### config.mk
export PLATFORM = sky130hd
export DESIGN_NAME = pc_sequencer
export DESIGN_NICKNAME = d
export VERILOG_FILES = /design/src/rtl/pc_sequencer.sv
export SDC_FILE = /design/constraint.sdc
export NUM_CORES = 1
export LEC_CHECK = 0
export ABC_AREA = 1
export BUFFER_PORTS_ARGS = -buffer_cell sky130_fd_sc_hd__buf_2
export CAP_MARGIN = 0
export CORE_ASPECT_RATIO = 1.5
export CORE_MARGIN = 2
export CORE_UTILIZATION = 50
export CTS_CLUSTER_SIZE = 12
export DETAILED_ROUTE_END_ITERATION = 6
export PLACE_DENSITY_LB_ADDON = 0.08
export SLEW_MARGIN = 40
export SYNTH_ARGS = -nofsm -noshare
export SYNTH_HDL_FRONTEND = slang
export SYNTH_SLANG_ARGS = --single-unit
### constraint.sdc
create_clock -name clk -period 2.4 [get_ports clk]
set_input_delay 0.48 -clock clk [delete_from_list [all_inputs] [get_ports clk]]
set_output_delay 0.48 -clock clk [all_outputs]
set_load 0.01 [all_outputs]
### src/rtl/pc_sequencer.sv
// Program-counter controller: owns the PC, sequences IDLE/RUN/HALTED, resolves
// branches and calls through the external label->target LUT, and keeps a return stack.
module pc_sequencer #(
   parameter logic [11:0] START_PC    = 12'd0,
   parameter int          STACK_DEPTH = 4,
   parameter int          CNT_W       = 16
) (
   input  logic             clk,
   input  logic             reset,
   input  logic             start,
   input  logic             halt_req,
   input  logic             stall,
   input  logic             branch_taken,
   input  logic             call_en,
   input  logic             ret_en,
   input  logic [7:0]       branch_label,
   input  logic [11:0]      lut_target,
   output logic [7:0]       lut_label,
   output logic [11:0]      pc,
   output logic             running,
   output logic             done,
   output logic             stack_err,
   output logic [CNT_W-1:0] instr_count,
   output logic [1:0]       dbg_state
);

   typedef enum logic [1:0] {
      S_IDLE   = 2'd0,
      S_RUN    = 2'd1,
      S_HALTED = 2'd2
   } state_t;

   localparam int              SP_W    = $clog2(STACK_DEPTH + 1);
   localparam int              IDX_W   = $clog2(STACK_DEPTH);
   localparam logic [SP_W-1:0] DEPTH_V = SP_W'(STACK_DEPTH);
   localparam logic [SP_W-1:0] SP_ONE  = SP_W'(1);

   state_t             state_q, state_d;
   logic [11:0]        pc_q, pc_d;
   logic [SP_W-1:0]    sp_q, sp_d;
   logic               err_q, err_d;
   logic               run_q, run_d;
   logic               done_q, done_d;
   logic [CNT_W-1:0]   cnt_q, cnt_d;
   logic [11:0]        stack_q [STACK_DEPTH];
   logic               push_en;
   logic [11:0]        pc_inc;
   logic [SP_W-1:0]    sp_m1;
   logic [11:0]        stack_top;
   logic [CNT_W-1:0]   cnt_inc;

   assign pc_inc    = pc_q + 12'd1;
   assign sp_m1     = sp_q - SP_ONE;
   assign stack_top = stack_q[sp_m1[IDX_W-1:0]];
   // Retired-instruction counter saturates instead of wrapping.
   assign cnt_inc   = (cnt_q == {CNT_W{1'b1}}) ? cnt_q : cnt_q + CNT_W'(1);

   always_comb begin
      state_d = state_q;
      pc_d    = pc_q;
      sp_d    = sp_q;
      err_d   = err_q;
      run_d   = run_q;
      done_d  = done_q;
      cnt_d   = cnt_q;
      push_en = 1'b0;
      case (state_q)
         S_IDLE, S_HALTED: begin
            if (start) begin
               state_d = S_RUN;
               pc_d    = START_PC;
               sp_d    = '0;
               err_d   = 1'b0;
               cnt_d   = '0;
               run_d   = 1'b1;
               done_d  = 1'b0;
            end
         end
         S_RUN: begin
            if (halt_req && !stall) begin
               state_d = S_HALTED;
               run_d   = 1'b0;
               done_d  = 1'b1;
               cnt_d   = cnt_inc;
            end else if (!stall) begin
               cnt_d = cnt_inc;
               if (call_en) begin
                  pc_d = lut_target;
                  if (sp_q < DEPTH_V) begin
                     push_en = 1'b1;
                     sp_d    = sp_q + SP_ONE;
                  end else begin
                     err_d = 1'b1;
                  end
               end else if (ret_en) begin
                  if (sp_q != '0) begin
                     pc_d = stack_top;
                     sp_d = sp_m1;
                  end else begin
                     err_d = 1'b1;
                     pc_d  = pc_inc;
                  end
               end else if (branch_taken) begin
                  pc_d = lut_target;
               end else begin
                  pc_d = pc_inc;
               end
            end
         end
         default: state_d = S_IDLE;
      endcase
   end

   always_ff @(posedge clk or posedge reset) begin
      if (reset) begin
         state_q <= S_IDLE;
         pc_q    <= START_PC;
         sp_q    <= '0;
         err_q   <= 1'b0;
         run_q   <= 1'b0;
         done_q  <= 1'b0;
         cnt_q   <= '0;
      end else begin
         state_q <= state_d;
         pc_q    <= pc_d;
         sp_q    <= sp_d;
         err_q   <= err_d;
         run_q   <= run_d;
         done_q  <= done_d;
         cnt_q   <= cnt_d;
      end
   end

   // Stack contents need no reset; validity is tracked solely by sp_q.
   always_ff @(posedge clk) begin
      if (push_en) stack_q[sp_q[IDX_W-1:0]] <= pc_inc;
   end

   assign lut_label   = branch_label;
   assign pc          = pc_q;
   assign running     = run_q;
   assign done        = done_q;
   assign stack_err   = err_q;
   assign instr_count = cnt_q;
   assign dbg_state   = state_q;

endmodule

==> flow_results.xml <==
<?xml version="1.0" encoding="UTF-8"?>
<metrics>
  <group name="run_status">
    <metric name="outcome" unit="">finished clean</metric>
  </group>
  <group name="cts">
    <metric name="cts_tree" unit="">yes</metric>
    <metric name="cts_max_level" unit="">3</metric>
    <metric name="sink_count_of_the_clock_tree" unit="">84</metric>
    <metric name="cts_repair_resize_count" unit="">0</metric>
    <metric name="worst_setup_hold_path_clk_slew" unit="ns">0.06</metric>
    <metric name="cts-buffers-inserted" unit="">9</metric>
    <metric name="root_buffer" unit="">sky130_fd_sc_hd__clkbuf_16</metric>
    <metric name="hold_buffers" unit="">0</metric>
    <metric name="clock_tree.buffer_depth" unit="">2</metric>
    <metric name="insertion_delay" unit="ns">0.34</metric>
    <metric name="post-cts-setup-buffer-count" unit="">0</metric>
  </group>
  <group name="grt">
    <metric name="grt_antenna_before_repair" unit="">0</metric>
    <metric name="grt_pass1_wl" unit="um">17550</metric>
    <metric name="combined_global_route_utilization_of_all_metal_layers" unit="%">24.06</metric>
    <metric name="grt_start_max_net_pins" unit="">37</metric>
    <metric name="number_of_global_route_vias_before_repair" unit="">3589</metric>
    <metric name="gr-total-overflow" unit="">0</metric>
  </group>
  <group name="sta">
    <metric name="worst_hold_slack" unit="ns">0.2409</metric>
    <metric name="finalSetupViolCount" unit="">0</metric>
    <metric name="clock_skew" unit="ns">0.004401</metric>
    <metric name="total_count_of_max_transition_violations_in_the_final_report" unit="">0</metric>
    <metric name="final_hold_viol_count" unit="">0</metric>
    <metric name="grt_setup_unrepaired" unit="">false</metric>
    <metric name="fmaxAchievable" unit="GHz">0.5084</metric>
    <metric name="fin_crit" unit="ns">1.967</metric>
    <metric name="relSlewSlack" unit="%">49.00</metric>
    <metric name="final.period_utilization" unit="%">81.96</metric>
    <metric name="totalNegativeSetupSlack" unit="ns">0</metric>
    <metric name="timing_worst_slew_pin_value" unit="ns">0.7641</metric>
  </group>
  <group name="setup_path">
    <metric name="worstPathArrival" unit="ns">2.20</metric>
    <metric name="crit_path_top_delay_cell" unit="">sky130_fd_sc_hd__nor2_2</metric>
    <metric name="critical_path.endpoint_type" unit="">register</metric>
    <metric name="cp_data_required_time" unit="ns">2.63</metric>
    <metric name="path_class" unit="">reg -&gt; reg</metric>
    <metric name="r2r_cells" unit="">12</metric>
    <metric name="critical_path_launch_point_type" unit="">register</metric>
    <metric name="critPathMostFrequentCell" unit="">sky130_fd_sc_hd__nand2_1</metric>
    <metric name="worstPathCellList" unit="">inv_1, ha_1, inv_1, nor2_1, nor2_2, nor2_2, nand3_1, nand2_1, nand2_1, nand2_1, nand2_1, nand2_1</metric>
    <metric name="cp_slowest_stage_delay" unit="ns">0.42</metric>
    <metric name="critical_path_peak_fanout" unit="">10</metric>
    <metric name="r2r_setup_slack" unit="ns">0.43</metric>
    <metric name="worstReg2RegEnd" unit="">pc[6]</metric>
    <metric name="worst_r2r_startpoint" unit="">sp_q[1]</metric>
  </group>
  <group name="final_layout">
    <metric name="drive_above_1_share" unit="%">17.28</metric>
    <metric name="syn2layout_area_growth" unit="%">14.57</metric>
    <metric name="num-nets-final" unit="">632</metric>
    <metric name="n_antenna_cell" unit="">0</metric>
    <metric name="most_common_library_cell_in_the_layout_ignoring_fill_and_taps" unit="">sky130_fd_sc_hd__nand2_1</metric>
    <metric name="most-common-layout-cells" unit="">161 x sky130_fd_sc_hd__nand2_1, 66 x sky130_fd_sc_hd__nor2_1, 52 x sky130_fd_sc_hd__buf_2</metric>
    <metric name="fill_cell_total_of_the_finished_layout" unit="">832</metric>
  </group>
  <group name="synthesis">
    <metric name="post_synth_num_cell_types" unit="">35</metric>
    <metric name="synthCells" unit="">544</metric>
    <metric name="mapped_avg_cell_area" unit="um2">8.321</metric>
    <metric name="syn-cell-area" unit="um2">4527</metric>
    <metric name="seq_area_frac_synth" unit="%">51.74</metric>
    <metric name="register_bit_count_reported_by_yosys" unit="">84</metric>
    <metric name="syn-num-nets" unit="">579</metric>
    <metric name="yosys_warnings" unit="">0</metric>
  </group>
  <group name="drt">
    <metric name="detail_route.drc_violations" unit="">0</metric>
    <metric name="vias_per_cell" unit="">5.287</metric>
    <metric name="number_of_nets_with_antenna_violations_after_routing" unit="">0</metric>
    <metric name="dr.first_iter.drc_count" unit="">226</metric>
    <metric name="finalWirelength" unit="um">11040</metric>
    <metric name="initial_drt_pass_iterations" unit="">4</metric>
    <metric name="dr_total_vias" unit="">3764</metric>
    <metric name="routed_wire_length_per_instance" unit="um">15.50</metric>
  </group>
  <group name="die">
    <metric name="initial_core_util" unit="%">51.28</metric>
    <metric name="design.core.area" unit="um2">8828</metric>
    <metric name="placement_rows" unit="">42</metric>
    <metric name="die-height" unit="um">120.5</metric>
    <metric name="pin_count" unit="">69</metric>
    <metric name="design.die.area" unit="um2">9847</metric>
    <metric name="fp.dieW" unit="um">81.69</metric>
  </group>
  <group name="power">
    <metric name="powerDensity" unit="nW/um2">1049</metric>
    <metric name="p_leak" unit="uW">0.002334</metric>
    <metric name="ir_worst_vdd" unit="mV">0.6037</metric>
  </group>
  <group name="placement">
    <metric name="dpl.hpwl" unit="um">8429</metric>
    <metric name="place_congestion" unit="">0.8600</metric>
    <metric name="io_buffers" unit="">52</metric>
  </group>
  <group name="min_path">
    <metric name="worst_hold_path_type" unit="">in -&gt; async</metric>
  </group>
  <group name="job">
    <metric name="maxCapViolations" unit="">0</metric>
  </group>
</metrics>
==> critical path, delay by kind of cell (launching register included) <==
kind | cells | cell delay (ns)
buffers and inverters | 2 | 0.18
and+or+nand+nor | 9 | 1.06
adders and majority gates | 1 | 0.22
DFF | 1 | 0.39
==> where the power goes <==
group / switching [uW] / internal, uW / leakage (uW)
registers: 200 / 1820 / 0.000919
clock network: 573 / 811 / 0.000138
logic: 1380 / 659 / 0.00128
==> registers in the layout, indices dropped and copies added (netlist names) <==
signal / count
stack_err: 1
sp_q: 3
running: 1
dbg_state: 2
stack_q: 48
done: 1
pc: 12
instr_count: 16
==> Yosys cell counts, drive strengths merged <==
cell type | instances | area, um2
a21oi | 15 | 75.07
a22oi | 1 | 7.510
a32oi | 2 | 17.52
and2 | 3 | 18.77
buf | 17 | 113.9
clkbuf | 6 | 22.52
clkinv | 1 | 3.750
dfrtp | 36 | 900.9
edfxtp | 48 | 1441
ha | 7 | 87.58
inv | 50 | 187.7
nand2 | 163 | 616.8
nand3 | 49 | 245.2
nand3b | 4 | 33.78
nand4 | 6 | 37.54
nor2 | 71 | 279.0
nor3 | 8 | 50.05
o211ai | 3 | 22.52
o21ai | 32 | 175.2
o21bai | 3 | 22.52
o221ai | 1 | 8.760
o31ai | 1 | 7.510
or2 | 2 | 12.51
xnor2 | 3 | 33.79
xor2 | 12 | 105.1
==> kinds of logic after synthesis <==
family                     after synthesis  synth area share [%]
adders and majority gates                7                 1.935
buffers and inverters                   74                 7.241
xor gates and xnor gates                15                 3.068
AOI/OAI and AO/OA                       58                 7.435
DFF                                     84                 51.74
and+or+nand+nor                        306                 28.58
==> cell type report <==
| cell class | instances | area, um2 | share of cell area (%) |
|---|---|---|---|
| Clock inverter | 7 | 75.07 | 1.448 |
| Clock buffer | 9 | 225.2 | 4.343 |
| Sequential cell | 84 | 2342 | 45.16 |
| Inverter | 51 | 191.4 | 3.691 |
| Timing Repair Buffer | 65 | 357.8 | 6.900 |
| Tap cell | 110 | 137.6 | 2.654 |
| Multi-Input combinational cell | 386 | 1857 | 35.80 |
==> per-stage QoR <==
step                worst slack [ns]  util (%)  std cells  instance area, um2  total power [uW]
floorplan                     0.1884         -        544                4527              3429
global placement              0.4423     55.34        696                4886              4070
detailed placement            0.3873     55.34        696                4886              4093
CTS                           0.4023     58.74        712                5186              5483
global route                  0.2515     58.74        712                5186              5816
finish                        0.4331     58.74        712                5186              5440
==> worst max path at each step <==
stage                  from            end  cells after the start
finish              sp_q[1]          pc[6]                     12
global placement      start  stack_q[1][8]                     10
CTS                 sp_q[1]          pc[6]                     12
floorplan             start  stack_q[1][0]                      8
global route        sp_q[1]          pc[5]                     10
detailed placement    start  stack_q[0][8]                     10
==> layer usage <==
metal	global-route usage, %	vias to the layer above	part of all wire [%]
li1	-	1876	-
met1	28.36	1770	40
met2	41.44	91	53
met3	4.179	27	3.8
met4	11.77	0	3.2
met5	0	-	0
No activity file was read; power rests on OpenSTA's default activity.
